===== config.mk =====
export PLATFORM = sky130hd
export DESIGN_NAME = mc_ctrl
export DESIGN_NICKNAME = d
export VERILOG_FILES = /design/src/rtl/mc_ctrl_pkg.sv /design/src/rtl/insn_dec.sv /design/src/rtl/mc_ctrl.sv
export SDC_FILE = /design/constraint.sdc
export NUM_CORES = 1
export LEC_CHECK = 0
export ABC_CLOCK_PERIOD_IN_PS = 2900
export BUFFER_PORTS_ARGS = -buffer_cell sky130_fd_sc_hd__buf_2
export CORE_AREA = 5 5 45 77
export CTS_CLUSTER_DIAMETER = 120
export DETAILED_ROUTE_END_ITERATION = 8
export DIE_AREA = 0 0 50 82
export PLACE_DENSITY_LB_ADDON = 0.1
export SLEW_MARGIN = 20
export SYNTH_ARGS = -nofsm -noshare
export SYNTH_HDL_FRONTEND = slang
export SYNTH_SLANG_ARGS = --single-unit
export TNS_END_PERCENT = 20

===== constraint.sdc =====
create_clock -name clk -period 2.9 [get_ports clk]
set_input_delay 0.29 -clock clk [delete_from_list [all_inputs] [get_ports clk]]
set_output_delay 0.29 -clock clk [all_outputs]
set_load 0.005 [all_outputs]

===== src/rtl/mc_ctrl_pkg.sv =====
// Shared encodings for the multi-cycle controller: FSM states, datapath select codes,
// opcode/funct values and the one-hot instruction flag bundle.
package mc_ctrl_pkg;

    typedef enum logic [2:0] {
        S_IF  = 3'd0,
        S_ID  = 3'd1,
        S_EX  = 3'd2,
        S_MEM = 3'd3,
        S_WB  = 3'd4
    } state_t;

    localparam logic [3:0] ALU_NOP  = 4'b0000, ALU_ADD  = 4'b0001, ALU_SUB  = 4'b0010,
                           ALU_AND  = 4'b0011, ALU_OR   = 4'b0100, ALU_SLT  = 4'b0101,
                           ALU_SLTU = 4'b0110, ALU_SLL  = 4'b0111, ALU_NOR  = 4'b1000,
                           ALU_LUI  = 4'b1001, ALU_SRL  = 4'b1010, ALU_SLLV = 4'b1011,
                           ALU_SRLV = 4'b1100;

    localparam logic [1:0] NPC_PC4 = 2'b00, NPC_BRANCH = 2'b01, NPC_JUMP = 2'b10, NPC_JR = 2'b11;
    localparam logic [1:0] GPR_RD  = 2'b00, GPR_RT = 2'b01, GPR_R31 = 2'b10;
    localparam logic [1:0] WD_ALU  = 2'b00, WD_MEM = 2'b01, WD_PC = 2'b10;

    localparam logic [5:0] OP_RTYPE = 6'h00, OP_J    = 6'h02, OP_JAL  = 6'h03, OP_BEQ  = 6'h04,
                           OP_BNE   = 6'h05, OP_ADDI = 6'h08, OP_SLTI = 6'h0A, OP_ANDI = 6'h0C,
                           OP_ORI   = 6'h0D, OP_LUI  = 6'h0F, OP_LW   = 6'h23, OP_SW   = 6'h2B;

    localparam logic [5:0] FN_SLL  = 6'h00, FN_SRL  = 6'h02, FN_SLLV = 6'h04, FN_SRLV = 6'h06,
                           FN_JR   = 6'h08, FN_JALR = 6'h09, FN_ADD  = 6'h20, FN_ADDU = 6'h21,
                           FN_SUB  = 6'h22, FN_SUBU = 6'h23, FN_AND  = 6'h24, FN_OR   = 6'h25,
                           FN_NOR  = 6'h27, FN_SLT  = 6'h2A, FN_SLTU = 6'h2B;

    typedef struct packed {
        logic i_add, i_addu, i_sub, i_subu, i_and, i_or, i_nor, i_slt, i_sltu;
        logic i_sll, i_srl, i_sllv, i_srlv, i_jr, i_jalr;
        logic i_addi, i_andi, i_ori, i_slti, i_lui, i_lw, i_sw, i_beq, i_bne, i_j, i_jal;
    } insn_t;

    function automatic logic [3:0] alu_op_of(input insn_t i);
        logic [3:0] r;
        r = ALU_NOP;
        if (i.i_add | i.i_addu | i.i_addi | i.i_lw | i.i_sw) r = ALU_ADD;
        if (i.i_sub | i.i_subu | i.i_beq | i.i_bne)          r = ALU_SUB;
        if (i.i_and | i.i_andi)                              r = ALU_AND;
        if (i.i_or | i.i_ori)                                r = ALU_OR;
        if (i.i_nor)                                         r = ALU_NOR;
        if (i.i_slt | i.i_slti)                              r = ALU_SLT;
        if (i.i_sltu)                                        r = ALU_SLTU;
        if (i.i_sll)                                         r = ALU_SLL;
        if (i.i_srl)                                         r = ALU_SRL;
        if (i.i_sllv)                                        r = ALU_SLLV;
        if (i.i_srlv)                                        r = ALU_SRLV;
        if (i.i_lui)                                         r = ALU_LUI;
        return r;
    endfunction

endpackage


===== src/rtl/insn_dec.sv =====
// Combinational instruction decoder: Op/Funct to one-hot instruction flags.
// valid is low for any encoding outside the supported set.
module insn_dec
    import mc_ctrl_pkg::*;
(
    input  logic [5:0] op,
    input  logic [5:0] funct,
    output insn_t      insn,
    output logic       valid
);

    always_comb begin
        insn = '0;
        if (op == OP_RTYPE) begin
            case (funct)
                FN_ADD:  insn.i_add  = 1'b1;
                FN_ADDU: insn.i_addu = 1'b1;
                FN_SUB:  insn.i_sub  = 1'b1;
                FN_SUBU: insn.i_subu = 1'b1;
                FN_AND:  insn.i_and  = 1'b1;
                FN_OR:   insn.i_or   = 1'b1;
                FN_NOR:  insn.i_nor  = 1'b1;
                FN_SLT:  insn.i_slt  = 1'b1;
                FN_SLTU: insn.i_sltu = 1'b1;
                FN_SLL:  insn.i_sll  = 1'b1;
                FN_SRL:  insn.i_srl  = 1'b1;
                FN_SLLV: insn.i_sllv = 1'b1;
                FN_SRLV: insn.i_srlv = 1'b1;
                FN_JR:   insn.i_jr   = 1'b1;
                FN_JALR: insn.i_jalr = 1'b1;
                default: ;
            endcase
        end else begin
            case (op)
                OP_ADDI: insn.i_addi = 1'b1;
                OP_ANDI: insn.i_andi = 1'b1;
                OP_ORI:  insn.i_ori  = 1'b1;
                OP_SLTI: insn.i_slti = 1'b1;
                OP_LUI:  insn.i_lui  = 1'b1;
                OP_LW:   insn.i_lw   = 1'b1;
                OP_SW:   insn.i_sw   = 1'b1;
                OP_BEQ:  insn.i_beq  = 1'b1;
                OP_BNE:  insn.i_bne  = 1'b1;
                OP_J:    insn.i_j    = 1'b1;
                OP_JAL:  insn.i_jal  = 1'b1;
                default: ;
            endcase
        end
    end

    assign valid = |insn;

endmodule


===== src/rtl/mc_ctrl.sv =====
// Multi-cycle MIPS-subset controller: IF/ID/EX/MEM/WB FSM with a memory wait
// counter that raises bus_err and abandons the access after MAX_WAIT stalled cycles.
module mc_ctrl
    import mc_ctrl_pkg::*;
#(
    parameter int MEM_WAIT_EN = 1,
    parameter int MAX_WAIT    = 15
) (
    input  logic       clk,
    input  logic       rst,
    input  logic [5:0] Op,
    input  logic [5:0] Funct,
    input  logic       Zero,
    input  logic       mem_ready,
    output logic       PCWrite,
    output logic       IRWrite,
    output logic       RegWrite,
    output logic       MemRead,
    output logic       MemWrite,
    output logic       EXTOp,
    output logic       ALUSrcA,
    output logic       ALUSrcB,
    output logic [3:0] ALUOp,
    output logic [1:0] NPCOp,
    output logic [1:0] GPRSel,
    output logic [1:0] WDSel,
    output logic [2:0] state,
    output logic       illegal,
    output logic       bus_err
);

    localparam logic [7:0] WAIT_LAST = 8'(MAX_WAIT - 1);

    insn_t      insn;
    logic       insn_vld;
    state_t     state_q, state_d;
    logic [7:0] wait_q, wait_d;
    logic [3:0] alu_op_q, alu_op_d;
    logic       src_a_q, src_a_d, src_b_q, src_b_d, ext_q, ext_d;
    logic       mem_done, wait_done, in_exec, is_itype;

    insn_dec u_dec (
        .op    (Op),
        .funct (Funct),
        .insn  (insn),
        .valid (insn_vld)
    );

    assign mem_done  = (MEM_WAIT_EN != 0) ? mem_ready : 1'b1;
    assign wait_done = (wait_q == WAIT_LAST);
    assign is_itype  = insn.i_addi | insn.i_andi | insn.i_ori | insn.i_slti | insn.i_lui | insn.i_lw;

    always_comb begin
        state_d  = state_q;
        wait_d   = '0;
        alu_op_d = alu_op_q;
        src_a_d  = src_a_q;
        src_b_d  = src_b_q;
        ext_d    = ext_q;
        PCWrite  = 1'b0;
        IRWrite  = 1'b0;
        RegWrite = 1'b0;
        MemRead  = 1'b0;
        MemWrite = 1'b0;
        NPCOp    = NPC_PC4;
        GPRSel   = GPR_RD;
        WDSel    = WD_ALU;
        illegal  = 1'b0;
        bus_err  = 1'b0;
        case (state_q)
            S_IF: begin
                MemRead = 1'b1;
                if (mem_done) begin
                    IRWrite = 1'b1;
                    PCWrite = 1'b1;
                    state_d = S_ID;
                end else if (wait_done) begin
                    bus_err = 1'b1;
                end else begin
                    wait_d = wait_q + 8'd1;
                end
            end
            S_ID: begin
                // Capture ALU controls so they stay frozen through EX/MEM/WB.
                alu_op_d = alu_op_of(insn);
                src_a_d  = insn.i_sll | insn.i_srl;
                src_b_d  = is_itype | insn.i_sw;
                ext_d    = insn.i_addi | insn.i_slti | insn.i_lui | insn.i_lw | insn.i_sw | insn.i_andi;
                state_d  = S_IF;
                if (!insn_vld) begin
                    illegal = 1'b1;
                end else if (insn.i_j | insn.i_jal) begin
                    PCWrite  = 1'b1;
                    NPCOp    = NPC_JUMP;
                    RegWrite = insn.i_jal;
                    GPRSel   = GPR_R31;
                    WDSel    = WD_PC;
                end else if (insn.i_jr | insn.i_jalr) begin
                    PCWrite  = 1'b1;
                    NPCOp    = NPC_JR;
                    RegWrite = insn.i_jalr;
                    WDSel    = WD_PC;
                end else begin
                    state_d = S_EX;
                end
            end
            S_EX: begin
                if (insn.i_beq | insn.i_bne) begin
                    NPCOp   = NPC_BRANCH;
                    PCWrite = (insn.i_beq & Zero) | (insn.i_bne & ~Zero);
                    state_d = S_IF;
                end else if (insn.i_lw | insn.i_sw) begin
                    state_d = S_MEM;
                end else begin
                    state_d = S_WB;
                end
            end
            S_MEM: begin
                MemRead  = insn.i_lw;
                MemWrite = insn.i_sw;
                if (mem_done) begin
                    state_d = insn.i_lw ? S_WB : S_IF;
                end else if (wait_done) begin
                    MemWrite = 1'b0;
                    bus_err  = 1'b1;
                    state_d  = S_IF;
                end else begin
                    wait_d = wait_q + 8'd1;
                end
            end
            S_WB: begin
                RegWrite = 1'b1;
                GPRSel   = is_itype ? GPR_RT : GPR_RD;
                WDSel    = insn.i_lw ? WD_MEM : WD_ALU;
                state_d  = S_IF;
            end
            default: state_d = S_IF;
        endcase
        if (rst) begin
            PCWrite  = 1'b0;
            IRWrite  = 1'b0;
            RegWrite = 1'b0;
            MemWrite = 1'b0;
            illegal  = 1'b0;
            bus_err  = 1'b0;
        end
    end

    always_ff @(posedge clk) begin
        if (rst) begin
            state_q <= S_IF;
            wait_q  <= '0;
        end else begin
            state_q <= state_d;
            wait_q  <= wait_d;
        end
        alu_op_q <= alu_op_d;
        src_a_q  <= src_a_d;
        src_b_q  <= src_b_d;
        ext_q    <= ext_d;
    end

    assign in_exec = (state_q == S_EX) || (state_q == S_MEM) || (state_q == S_WB);
    assign ALUOp   = in_exec ? alu_op_q : ALU_NOP;
    assign ALUSrcA = in_exec & src_a_q;
    assign ALUSrcB = in_exec & src_b_q;
    assign EXTOp   = in_exec & ext_q;
    assign state   = state_q;

endmodule


* Word-level counts from Yosys, hierarchy flattened
Index checks and enable logic that the tools add are counted.
** Storage, ports and cells
- Bits in registers :: 18
- Bits of input ports :: 16
- Output and inout port bits :: 23
- Logic and storage cells :: 176
** Operators by class
- Add/sub/neg operators :: 1
- Eq/ne operators :: 32
- Muxes and demuxes :: 90
- Bitwise gates (word level) :: 34
- Reductions and logical operators :: 11
** Operator list (count)
- $eq 6x6->1 const B :: 11
- $mux 1 :: 53
- $eq 6x4->1 const B :: 7
- $mux 4 :: 8
- $mux 3 :: 9
- $or 1x1->1 :: 27
- $reduce_or 26->1 :: 1
- $eq 6x3->1 const B :: 4
- $mux 2 :: 11
- $eq 6x2->1 const B :: 3
- $mux 15 :: 1
- $logic_not 6->1 :: 2
- $pmux 2 s2 :: 3
- $pmux 3 s4 :: 1
- $mux 11 :: 1
- $add 8x1->8 const B :: 1
- $eq 8x4->1 const B :: 1
- $reduce_or 4->1 :: 2
- $eq 3x2->1 const B :: 2
- $and 1x1->1 :: 5
- $pmux 1 s2 :: 2
- $reduce_or 2->1 :: 2
- $eq 3x1->1 const B :: 1
- $eq 3x3->1 const B :: 1
- other kinds (7) :: 9

* Longest topological paths before layout
Gate-level depths: netlist (run 1).
- Depth in word-level cells :: 18
- Gate-level depth with buffers :: 6
- Depth with buffers taken out :: 6

* By module
A second synthesis (run 1) with hierarchy kept.
** Second synthesis, totals
- Cells, all modules :: 210
- Area, all modules :: 1514.0 um2
** By module, submodules not included
- mc_ctrl :: instances 1, cells each 138, area each 1096.1 um2, seq. area each 430.4 um2
- insn_dec :: instances 1, cells each 72, area each 417.9 um2, seq. area each 0.0 um2

* Least setup slack after synthesis (run 1)
No wires, ideal clock.
- Path kind :: in2out
- From :: in Funct[3]
- To :: out illegal
- Arrival :: 1.469 ns
- Data required time :: 2.610 ns
- Setup slack :: 1.141 ns
- Stages on the path :: 6
- Path buffers :: 1
- Cells stage by stage :: buf_2 > and3b_1 > o2111ai_2 > o21ai_1 > or3b_1 > nor4_1
** On the way
- Word-level cells in the longest chain between the ends :: 7
- Elaborated cells between the ends (all ways) :: 35
- Classes of those cells :: eq/ne: 14; mux: 19; reduce/logical: 2
** Ends and longest elaborated chain
- from (decl) :: RTL line mc_ctrl.sv:12 : input logic [5:0] Funct,
- $eq 6x4->1 (tied with other cells) :: RTL line insn_dec.sv:15 : case (funct)
- $mux 1 :: RTL line insn_dec.sv:15
- $mux 15 (*) :: RTL line insn_dec.sv:14 : if (op == OP_RTYPE) begin
- $reduce_or 26->1 (*) :: RTL line insn_dec.sv:51 : assign valid = |insn;
- $mux 1 (*) :: RTL line mc_ctrl.sv:90 : if (!insn_vld) begin
- $mux 1 (*) :: RTL line mc_ctrl.sv:70 : case (state_q)
- $mux 1 (*) :: RTL line mc_ctrl.sv:139 : if (rst) begin
- to (decl) :: RTL line mc_ctrl.sv:28 : output logic illegal,
Every way passes the cells marked *; elsewhere a longest branch is shown, timed or not.

* Worst setup path in the final report (run 1)
- From :: reg state_q[0] (netlist: state[0])
- To :: out GPRSel[1]
** On the way
- Word-level cells in the longest chain between the ends :: 2
- Elaborated cells between the ends (all ways) :: 3
- Classes of those cells :: eq/ne: 2; mux: 1
** Ends and longest elaborated chain
- from (decl) :: RTL line mc_ctrl.sv:36 : state_t state_q, state_d;
- from (signal assigned) :: RTL line mc_ctrl.sv:154 : state_q <= state_d;
- $eq 3x3->1 / $eq 3x1->1 (equally long branches) :: RTL line mc_ctrl.sv:70
- $pmux 2 s2 (*) :: RTL line mc_ctrl.sv:70
- to (decl) :: RTL line mc_ctrl.sv:25 : output logic [1:0] GPRSel,
Marked as above.

==> flow_metrics.env, run 1 <==
export IMPL_multi_input_area_sq_um=992
export IMPL_finalCritPeriodShare_pct=73.1
export IMPL_leakagePower_uw=0.000661
export IMPL_first_pass_iters=4
export IMPL_cp_buffers_inverters=2
export IMPL_synth_xor_area_share_pct=3.49
export IMPL_clk_path_buf_depth=2
export IMPL_nNetsFinal=235
export IMPL_syn_to_final_growth_pct=13.9
export IMPL_cpMaxStageDelayCell="dfxtp_1"
export IMPL_cts_setup_buffers=0
export IMPL_antenna_found_initial=0
export IMPL_p_per_area_nw_per_um2=321
export IMPL_async_reset_ff_share_pct=0
export IMPL_grt_pass1_wl_mm=6.64
export IMPL_yosys_most_used_dff="dfxtp_1"
export IMPL_maxSlewHeadroom_pct=66.7
export IMPL_via_per_inst=6.06
export IMPL_synth_top_family_by_area="simple AND/OR/NAND/NOR gates"
export IMPL_cp_max_fo=11
export IMPL_rsz0062_at_grt="false"
export IMPL_slowest_delay_ps=550
export IMPL_portBuffers=38
export IMPL_worstSetupEndpointType="primary output"
export IMPL_clock_skew_ps=3.14
export IMPL_cp_top_family="simple AND/OR/NAND/NOR gates"
export IMPL_dr_first_iter_drc_count=35
export IMPL_fp_dieH_um=82
export IMPL_cts_htree_levels=1
export IMPL_ios=39
export IMPL_status="finished, final reports clean"
export IMPL_cp_cell_sequence="nor2b_1 > nand2_1 > inv_1 > and2_1 > buf_2"
export IMPL_hold_buffers=0
export IMPL_avgRoutedWirePerCell_um=16.3
export IMPL_post_route_min_period_ps=2120
export IMPL_finalWirelength_mm=3.97
export IMPL_start_util_pct=53.8
export IMPL_final_seq_area_sq_um=430
export IMPL_power_net_switching_uw=148
export IMPL_seq_area_frac_synth_pct=28.6
export IMPL_route_detailed_drc=0
export IMPL_drive_above_1_share_pct=25.0
export IMPL_syn_inst=185
export IMPL_grt_start_max_net_pins=16
export IMPL_min_path_type="primary input to flip-flop"
export IMPL_antenna_left=0
export IMPL_synth_simple_area_share_pct=39.5
export IMPL_path_clk_slew_ps=70
export IMPL_p_sw_share_pct=26.9
export IMPL_maxCapViolations=0
export IMPL_gp_congestion=0.976
export IMPL_tns_ps=0
export IMPL_cts_root_buf="clkbuf_8"
export IMPL_fin_hold_ws_ps=335
export IMPL_worstSkewPairLatency_ps=250
export IMPL_startpoint_type="flip-flop"
export IMPL_vias=1478
export IMPL_overflow=0
export IMPL_cts_buffers=3
export IMPL_synth_fp_nets=203
export IMPL_syn_cell_area_sq_um=1510
export IMPL_syn_area_per_cell_sq_um=8.14
export IMPL_slew_violations=0
export IMPL_antenna_cells=0
export IMPL_hold_viol_final=0
export IMPL_yosys_warnings=0
export IMPL_synth_mux_area_share_pct=0
export IMPL_worstPathRequired_ps=2610
export IMPL_ys_seq_elements=18
export IMPL_clock_sinks=18
export IMPL_synth_cell_types=57
export IMPL_setup_viol=0
export IMPL_tightestPinTransition_ps=499
export IMPL_seqPwrFrac_pct=50.1
export IMPL_p_clk_share_pct=31.4
export IMPL_power_uw=551
export IMPL_cts_resized=0
export IMPL_comb_power_share_pct=18.5
export IMPL_fp_dieW_um=50
export IMPL_core_area_sq_um=2800
export IMPL_die_area_sq_um=4100
export IMPL_cts_tree="yes"
export IMPL_fin_cells=244
export IMPL_synth_compound_area_share_pct=21.2
export IMPL_cellInternalPower_uw=402
export IMPL_grt_pass1_vias=1431
export IMPL_cp_arrival_ps=1830
export IMPL_timing_fmax_mhz=471
export IMPL_row_count=26
export IMPL_synth_edf_count=7
export IMPL_grt_usage_pct=20.8
export IMPL_hpwl_mm=3.24
export IMPL_synthAdderAreaFrac_pct=1.66
export IMPL_path_class="flip-flop to primary output"
export IMPL_ir_drop_mv=0.135
export IMPL_dp_cells=240
export IMPL_nFillCells=278
==> stage by stage <==
step,setup WS [ps],area (sq um),utilization (%)
floorplan,1140,1510,-
global placement,810,1670,59.7
global route,600,1720,61.3
finish,779,1720,61.3
detailed placement,850,1670,59.7
CTS,765,1720,61.3
==> path summary, 6_finish.rpt <==
check                    to  cells after the start       from  slack (ps)
setup / recovery  GPRSel[1]                      5   state[0]         780
hold / removal     state[0]                      2        rst         340
setup reg to reg   state[1]                      5   state[0]        1240
hold reg to reg   wait_q[0]                      1  wait_q[0]         490
==> sequential cells by signal (all words and copies together) (netlist names) <==
signal and flops:
wait_q 8, alu_op_q 4, state 3, ext_q 1, src_a_q 1, src_b_q 1
==> cells in the mapped netlist, types with 2 or more instances <==
cell type | count | area (sq um)
or3b_1 | 2 | 17.5
a21oi_1 | 13 | 65.1
o211ai_1 | 3 | 22.5
o21ai_0 | 6 | 30.0
dfxtp_1 | 11 | 220
buf_1 | 2 | 7.51
and3_1 | 2 | 12.5
a31oi_1 | 2 | 12.5
nor3b_2 | 2 | 25.0
o21a_1 | 2 | 15.0
inv_1 | 6 | 22.5
nand3b_1 | 3 | 22.5
nor2_1 | 20 | 75.1
nand2_1 | 11 | 41.3
buf_2 | 4 | 20.0
nor2b_1 | 14 | 87.6
xor2_1 | 4 | 35.0
o21ai_1 | 3 | 15.0
or2_1 | 2 | 12.5
ha_1 | 2 | 25.0
buf_4 | 2 | 15.0
edfxtp_1 | 7 | 210
xnor2_1 | 2 | 17.5
nand4_1 | 3 | 18.8
nand2b_1 | 2 | 12.5
and2_1 | 4 | 25.0
nand3_1 | 6 | 30.0
nor3_1 | 8 | 40.0
and3b_1 | 3 | 26.3
nor4_1 | 6 | 37.5
clkbuf_1 | 2 | 7.51
==> logic make-up after synthesis <==
family / after synthesis
xor+xnor: 6
buf+inv: 17
flops: 18
simple gates: 99
fa+ha+maj: 2
compound gates: 43
==> metal layers <==
metal / global-route usage, % / wire [um] / vias to the layer above
met5: 0 / 0 / -
met4: 13.6 / 184 / 0
met3: 3.63 / 203 / 12
met2: 38.8 / 2210 / 39
met1: 20.1 / 1380 / 692
li1: - / - / 735
==> cell type report <==
cell class,instances,share of cell area [%]
Sequential cell,18,25.1
Clock inverter,1,0.219
Clock buffer,3,2.41
Tap cell,28,2.04
Timing Repair Buffer,38,11.1
Inverter,6,1.31
Multi-Input combinational cell,150,57.8
==> cells in the final DEF (no fill, tap or decap), drive strengths merged, types with 2 or more instances in the layout <==
| cell | netlist | routed |
|---|---|---|
| nor3 | 9 | 9 |
| dfxtp | 11 | 11 |
| o21ai | 9 | 9 |
| nand2 | 11 | 11 |
| nand3 | 6 | 6 |
| and2 | 5 | 5 |
| nor4b | 2 | 2 |
| nor3b | 3 | 3 |
| inv | 6 | 6 |
| edfxtp | 7 | 7 |
| nor4 | 7 | 7 |
| and3 | 2 | 2 |
| or2 | 3 | 3 |
| o21a | 2 | 2 |
| nand4 | 3 | 3 |
| nand2b | 2 | 2 |
| buf | 9 | 38 |
| nand3b | 3 | 3 |
| and3b | 3 | 3 |
| a211oi | 2 | 2 |
| xnor2 | 2 | 2 |
| or3b | 2 | 2 |
| nor2 | 21 | 21 |
| ha | 2 | 2 |
| nor2b | 14 | 14 |
| a21oi | 13 | 13 |
| o211ai | 3 | 3 |
| xor2 | 4 | 4 |
| a31oi | 3 | 3 |
| clkbuf | 2 | 3 |
==> power groups by stage <==
stage	clock network, uW	registers, uW	logic (uW)
2_1_floorplan	0	278	71.3
3_3_place_gp	0	281	98.5
3_5_place_dp	0	281	101
4_1_cts	179	276	101
5_1_grt	190	277	112
6_report	173	276	102
Note: power is estimated with default switching activity, not from simulation.
==> inputs of run 2 (changes only) <==
- ABC_CLOCK_PERIOD_IN_PS: 2900 -> 2000
- CORE_AREA: 5 5 45 77 -> 5 5 47 79
- DIE_AREA: 0 0 50 82 -> 0 0 52 84
- clock period: 2.9 -> 2 ns (I/O delays scaled with it)
==> run 2 against run 1 <==
Effect of this change: clock skew is 2.5 ps lower; critical path depth is 2 higher; sequential power is 44% higher; die area is 6.5% higher; critical path type is now primary input to primary output; critical endpoint is now illegal.
==> flow_metrics.env, run 2 (same netlist as run 1, synthesis figures left out) <==
export IMPL_status="finished, final reports clean"
export IMPL_clk_path_buf_depth=2
export IMPL_power_uw=802
export IMPL_hold_viol_final=0
export IMPL_regMostFlops="wait_q"
export IMPL_cts_tree="yes"
export IMPL_timing_fmax_mhz=525
export IMPL_layout_commonest_cell="buf_2"
export IMPL_via_per_inst=5.66
export IMPL_route_detailed_drc=0
export IMPL_antenna_left=0
export IMPL_path_clk_slew_ps=70
export IMPL_grt_usage_pct=19.9
export IMPL_grt_start_max_net_pins=16
export IMPL_stdcell_area_sq_um=1760
export IMPL_min_path_type="primary input to flip-flop"
export IMPL_reg2regPathDepth=5
export IMPL_vias=1482
export IMPL_nNetsFinal=238
export IMPL_multi_input_area_sq_um=995
export IMPL_hpwl_mm=3.20
export IMPL_avgRoutedWirePerCell_um=14.9
export IMPL_tightestPinTransition_ps=415
export IMPL_leakagePower_uw=0.000678
export IMPL_maxCapViolations=0
export IMPL_clock_skew_ps=0.680
export IMPL_path_class="primary input to primary output"
export IMPL_ios=39
export IMPL_gp_congestion=0.940
export IMPL_tns_ps=0
export IMPL_startpoint_type="primary input"
export IMPL_fp_dieW_um=52
export IMPL_worstSkewPairLatency_ps=250
export IMPL_nFillCells=302
export IMPL_antenna_found_initial=0
export IMPL_ir_drop_mv=0.192
export IMPL_clock_sinks=18
export IMPL_hold_buffers=0
export IMPL_start_util_pct=49.0
export IMPL_holdPathStages=2
export IMPL_fin_hold_ws_ps=241
export IMPL_row_count=27
export IMPL_worstPathRequired_ps=1800
export IMPL_min_delay_worst_endpoint="state[0]"
export IMPL_maxSlewHeadroom_pct=72.1
export IMPL_dr_first_iter_drc_count=42
export IMPL_cts_htree_levels=1
export IMPL_cts_resized=0
export IMPL_first_pass_iters=4
export IMPL_drive_above_1_share_pct=26.9
export IMPL_setup_viol=0
export IMPL_worstSetupEndpointType="primary output"
export IMPL_grt_pass1_vias=1426
export IMPL_grt_pass1_wl_mm=6.87
export IMPL_r2r_start="wait_q[4]"
export IMPL_cts_buffers=3
export IMPL_place_area_sq_um=1710
export IMPL_slew_violations=0
export IMPL_core_area_sq_um=3070
export IMPL_rsz0062_at_grt="false"
export IMPL_finalWirelength_mm=3.91
export IMPL_final_seq_area_sq_um=432
export IMPL_rr_endpoint="state[0]"
export IMPL_post_route_min_period_ps=1900
export IMPL_cp_arrival_ps=1700
export IMPL_p_per_area_nw_per_um2=455
export IMPL_fin_util_pct=57.3
export IMPL_overflow=0
export IMPL_cp_max_fo=8
export IMPL_layout_common_cells="buf_2, nor2_1, a21oi_1, nor2b_1, nand2_1"
export IMPL_die_area_sq_um=4370
export IMPL_syn_to_final_growth_pct=17.0
export IMPL_holdCritStartpoint="rst"
export IMPL_portBuffers=38
export IMPL_finalCritPeriodShare_pct=95.2
export IMPL_cts_root_buf="clkbuf_8"
export IMPL_cts_setup_buffers=0
export IMPL_fp_dieH_um=84
export IMPL_reg2reg_slack_ps=510
export IMPL_largest_reg_flops=8
export IMPL_antenna_cells=0
==> run 2: changes by cell type in the layout (fill, tap and decap cells not counted), sizes merged <==
| cell | previous run | this run |
|---|---|---|
| buf | 38 | 40 |
| clkbuf | 3 | 4 |
==> run 2: worst max path at each step <==
stage / from / end / slack, ps / cells past startpoint
6_report: Op[1] / illegal / 100 / 7
5_1_grt: Op[0] / illegal / 5 / 7
4_1_cts: state[2] / GPRSel[1] / 70 / 5
3_5_place_dp: Op[1] / illegal / 100 / 7
3_3_place_gp: Op[1] / illegal / 160 / 7
2_1_floorplan: Funct[3] / illegal / 420 / 6
==> run 2: critical path, stage by stage <==
cell and delay [ps]:
buf_2 160, nor2b_1 170, nor3b_2 200, a31oi_4 210, or3b_1 370, nor4_1 220, buf_2 170
==> run 2: cell type report <==
cell class	instances	share of cell area, %
Multi-Input combinational cell	150	56.4
Sequential cell	18	24.5
Timing Repair Buffer	41	12.2
Tap cell	43	3.05
Clock buffer	3	2.34
Inverter	6	1.28
Clock inverter	1	0.213
==> run 2: routing by layer <==
| layer | part of all wire, % | wire length, um | global-route usage [%] | vias up |
|---|---|---|---|---|
| li1 | - | - | - | 745 |
| met1 | 37 | 1440 | 23.3 | 686 |
| met2 | 57 | 2230 | 36.4 | 45 |
| met3 | 4.6 | 180 | 1.97 | 6 |
| met4 | 1.5 | 59 | 5.73 | 0 |
| met5 | 0 | 0 | 0 | - |
==> run 2: report_power, final <==
part	internal (uW)	leakage, uW	total [uW]	switching, uW
Clock	136	0.0000231	251	115
Sequential	392	0.000153	398	5.93
Combinational	58.3	0.000501	154	95.4
Total	586	0.000678	802	216
==> run 2: metrics by stage <==
step                worst slack, ps  instances
floorplan                       421        185
global placement                156        258
detailed placement              102        258
CTS                            71.6        262
global route                   4.73        262
finish                         96.8        262
==> inputs of run 3 (changes only) <==
- HOLD_SLACK_MARGIN: unset -> 0.15
- PLACE_DENSITY: unset -> 0.77
- PLACE_DENSITY_LB_ADDON: 0.1 -> unset
==> run 3 against run 2 <==
Effect of this change: cell area is 1.1% higher; critical path type is now flip-flop to primary output; largest cell class unchanged; clock power is essentially flat; global-route usage is 0.65 points lower; sequential power is essentially flat; fmax is 4.3% higher; first-iteration DRC count shrank 31%.
==> flow_metrics.env, run 3 (same netlist as run 1, synthesis figures left out) <==
export IMPL_post_route_min_period_ps=1820
export IMPL_finalWirelength_mm=3.78
export IMPL_fin_ws_ps=176
export IMPL_tns_ps=0
export IMPL_cts_setup_buffers=0
export IMPL_vias=1489
export IMPL_antenna_found_initial=0
export IMPL_largest_reg_flops=8
export IMPL_via_per_inst=5.62
export IMPL_hold_viol_final=0
export IMPL_grt_pass1_vias=1458
export IMPL_cts_htree_levels=1
export IMPL_cp_top_family="simple AND/OR/NAND/NOR gates"
export IMPL_pre_cts_ws_ps=200
export IMPL_worstPathRequired_ps=1800
export IMPL_grt_pass1_wl_mm=6.48
export IMPL_fin_cells=265
export IMPL_regMostFlops="wait_q"
export IMPL_dr_first_iter_drc_count=29
export IMPL_maxSlewHeadroom_pct=72.1
export IMPL_p_per_area_nw_per_um2=452
export IMPL_route_detailed_drc=0
export IMPL_ios=39
export IMPL_critical_path_depth=5
export IMPL_slew_violations=0
export IMPL_first_pass_iters=4
export IMPL_drive_above_1_share_pct=27.5
export IMPL_slowest_delay_ps=470
export IMPL_portBuffers=38
export IMPL_comb_power_share_pct=19.4
export IMPL_leakagePower_uw=0.000691
export IMPL_clk_path_buf_depth=2
export IMPL_grt_usage_pct=19.3
export IMPL_path_clk_slew_ps=70
export IMPL_avgRoutedWirePerCell_um=14.3
export IMPL_maxCapViolations=0
export IMPL_reg2regPathDepth=5
export IMPL_ir_drop_mv=0.303
export IMPL_rsz0062_at_grt="false"
export IMPL_fin_util_pct=58.0
export IMPL_nNetsFinal=241
export IMPL_clock_sinks=18
export IMPL_fp_dieW_um=52
export IMPL_row_count=27
export IMPL_cts_buffers=3
export IMPL_fp_dieH_um=84
export IMPL_grt_start_max_net_pins=16
export IMPL_worstSkewPairLatency_ps=250
export IMPL_dp_cells=261
export IMPL_cellInternalPower_uw=589
export IMPL_hold_buffers=0
export IMPL_gp_congestion=0.923
export IMPL_finalCritPeriodShare_pct=91.2
export IMPL_cpMaxStageDelayCell="dfxtp_1"
export IMPL_min_path_type="primary input to flip-flop"
export IMPL_syn_to_final_growth_pct=18.3
export IMPL_path_class="flip-flop to primary output"
export IMPL_cp_max_fo=6
export IMPL_setup_viol=0
export IMPL_core_area_sq_um=3070
export IMPL_clock_skew_ps=3.56
export IMPL_p_sw_share_pct=26.8
export IMPL_cp_cell_sequence="nor2b_2 > nand2_1 > nor4b_1 > o21a_1 > buf_2"
export IMPL_start_util_pct=49.0
export IMPL_cts_root_buf="clkbuf_8"
export IMPL_hpwl_mm=3.08
export IMPL_antenna_left=0
export IMPL_startpoint_type="flip-flop"
export IMPL_timing_fmax_mhz=548
export IMPL_antenna_cells=0
export IMPL_status="finished, final reports clean"
export IMPL_seqPwrFrac_pct=49.5
export IMPL_layout_common_cells="buf_2, nor2_1, a21oi_1, nor2b_1"
export IMPL_cp_arrival_ps=1620
export IMPL_worstSetupEndpointType="primary output"
export IMPL_cts_resized=0
export IMPL_p_clk_share_pct=31.2
export IMPL_overflow=0
export IMPL_holdPathStages=2
export IMPL_tightestPinTransition_ps=417
export IMPL_cts_tree="yes"
export IMPL_power_net_switching_uw=216
export IMPL_cp_buffers_inverters=1
export IMPL_die_area_sq_um=4370
export IMPL_layout_commonest_cell="buf_2"
[run 3: cell count changes in the layout (fill, tap and decap cells not counted), sizes merged]
cell and delta:
buf +4, clkbuf -1
[run 3: stage by stage]
step           hold slack (ps)  cell area (sq um)  power, uW
2_1_floorplan              382               1510        507
3_3_place_gp               463               1730        559
3_5_place_dp               473               1730        561
4_1_cts                    237               1780        814
5_1_grt                    259               1780        848
6_report                   240               1780        805
[run 3: worst paths after layout]
kind / startpoint / endpoint / slack (ps)
worst min register to register: wait_q[0] / wait_q[0] / 480
worst min-delay path: rst / state[0] / 240
worst max-delay path: state[0] / MemWrite / 180
worst max register to register: state[1] / state[0] / 460
[run 3: power by group through the flow]
stage	Sequential [uW]	Clock [uW]	Combinational, uW
after global routing	400	274	174
after floorplan	403	0	103
after CTS	398	260	156
final	398	251	156
after detailed placement	407	0	155
after global placement	406	0	153
[run 3: worst reg2reg max path, delay by kind of cell, from the launching register on]
kind            cells  cell delay, ps
compound gates      3             560
flops               1             500
buf+inv             1             210
simple gates        1             190
[run 3: per-layer routing]
metal	GRT usage [%]	wire, um
met2	35.6	2120
met3	1.61	139
met1	19.5	1370
met4	11.7	156
met5	0	0
[run 3: cell type report]
type                    count  area, sq um
fillers                   311         1290
multi-input cells         150          995
flip-flops and latches     18          430
clock inverters             1         3.75
well taps                  43         53.8
inverters                   6         22.5
repair buffers             44          235
clock buffers               3         41.3
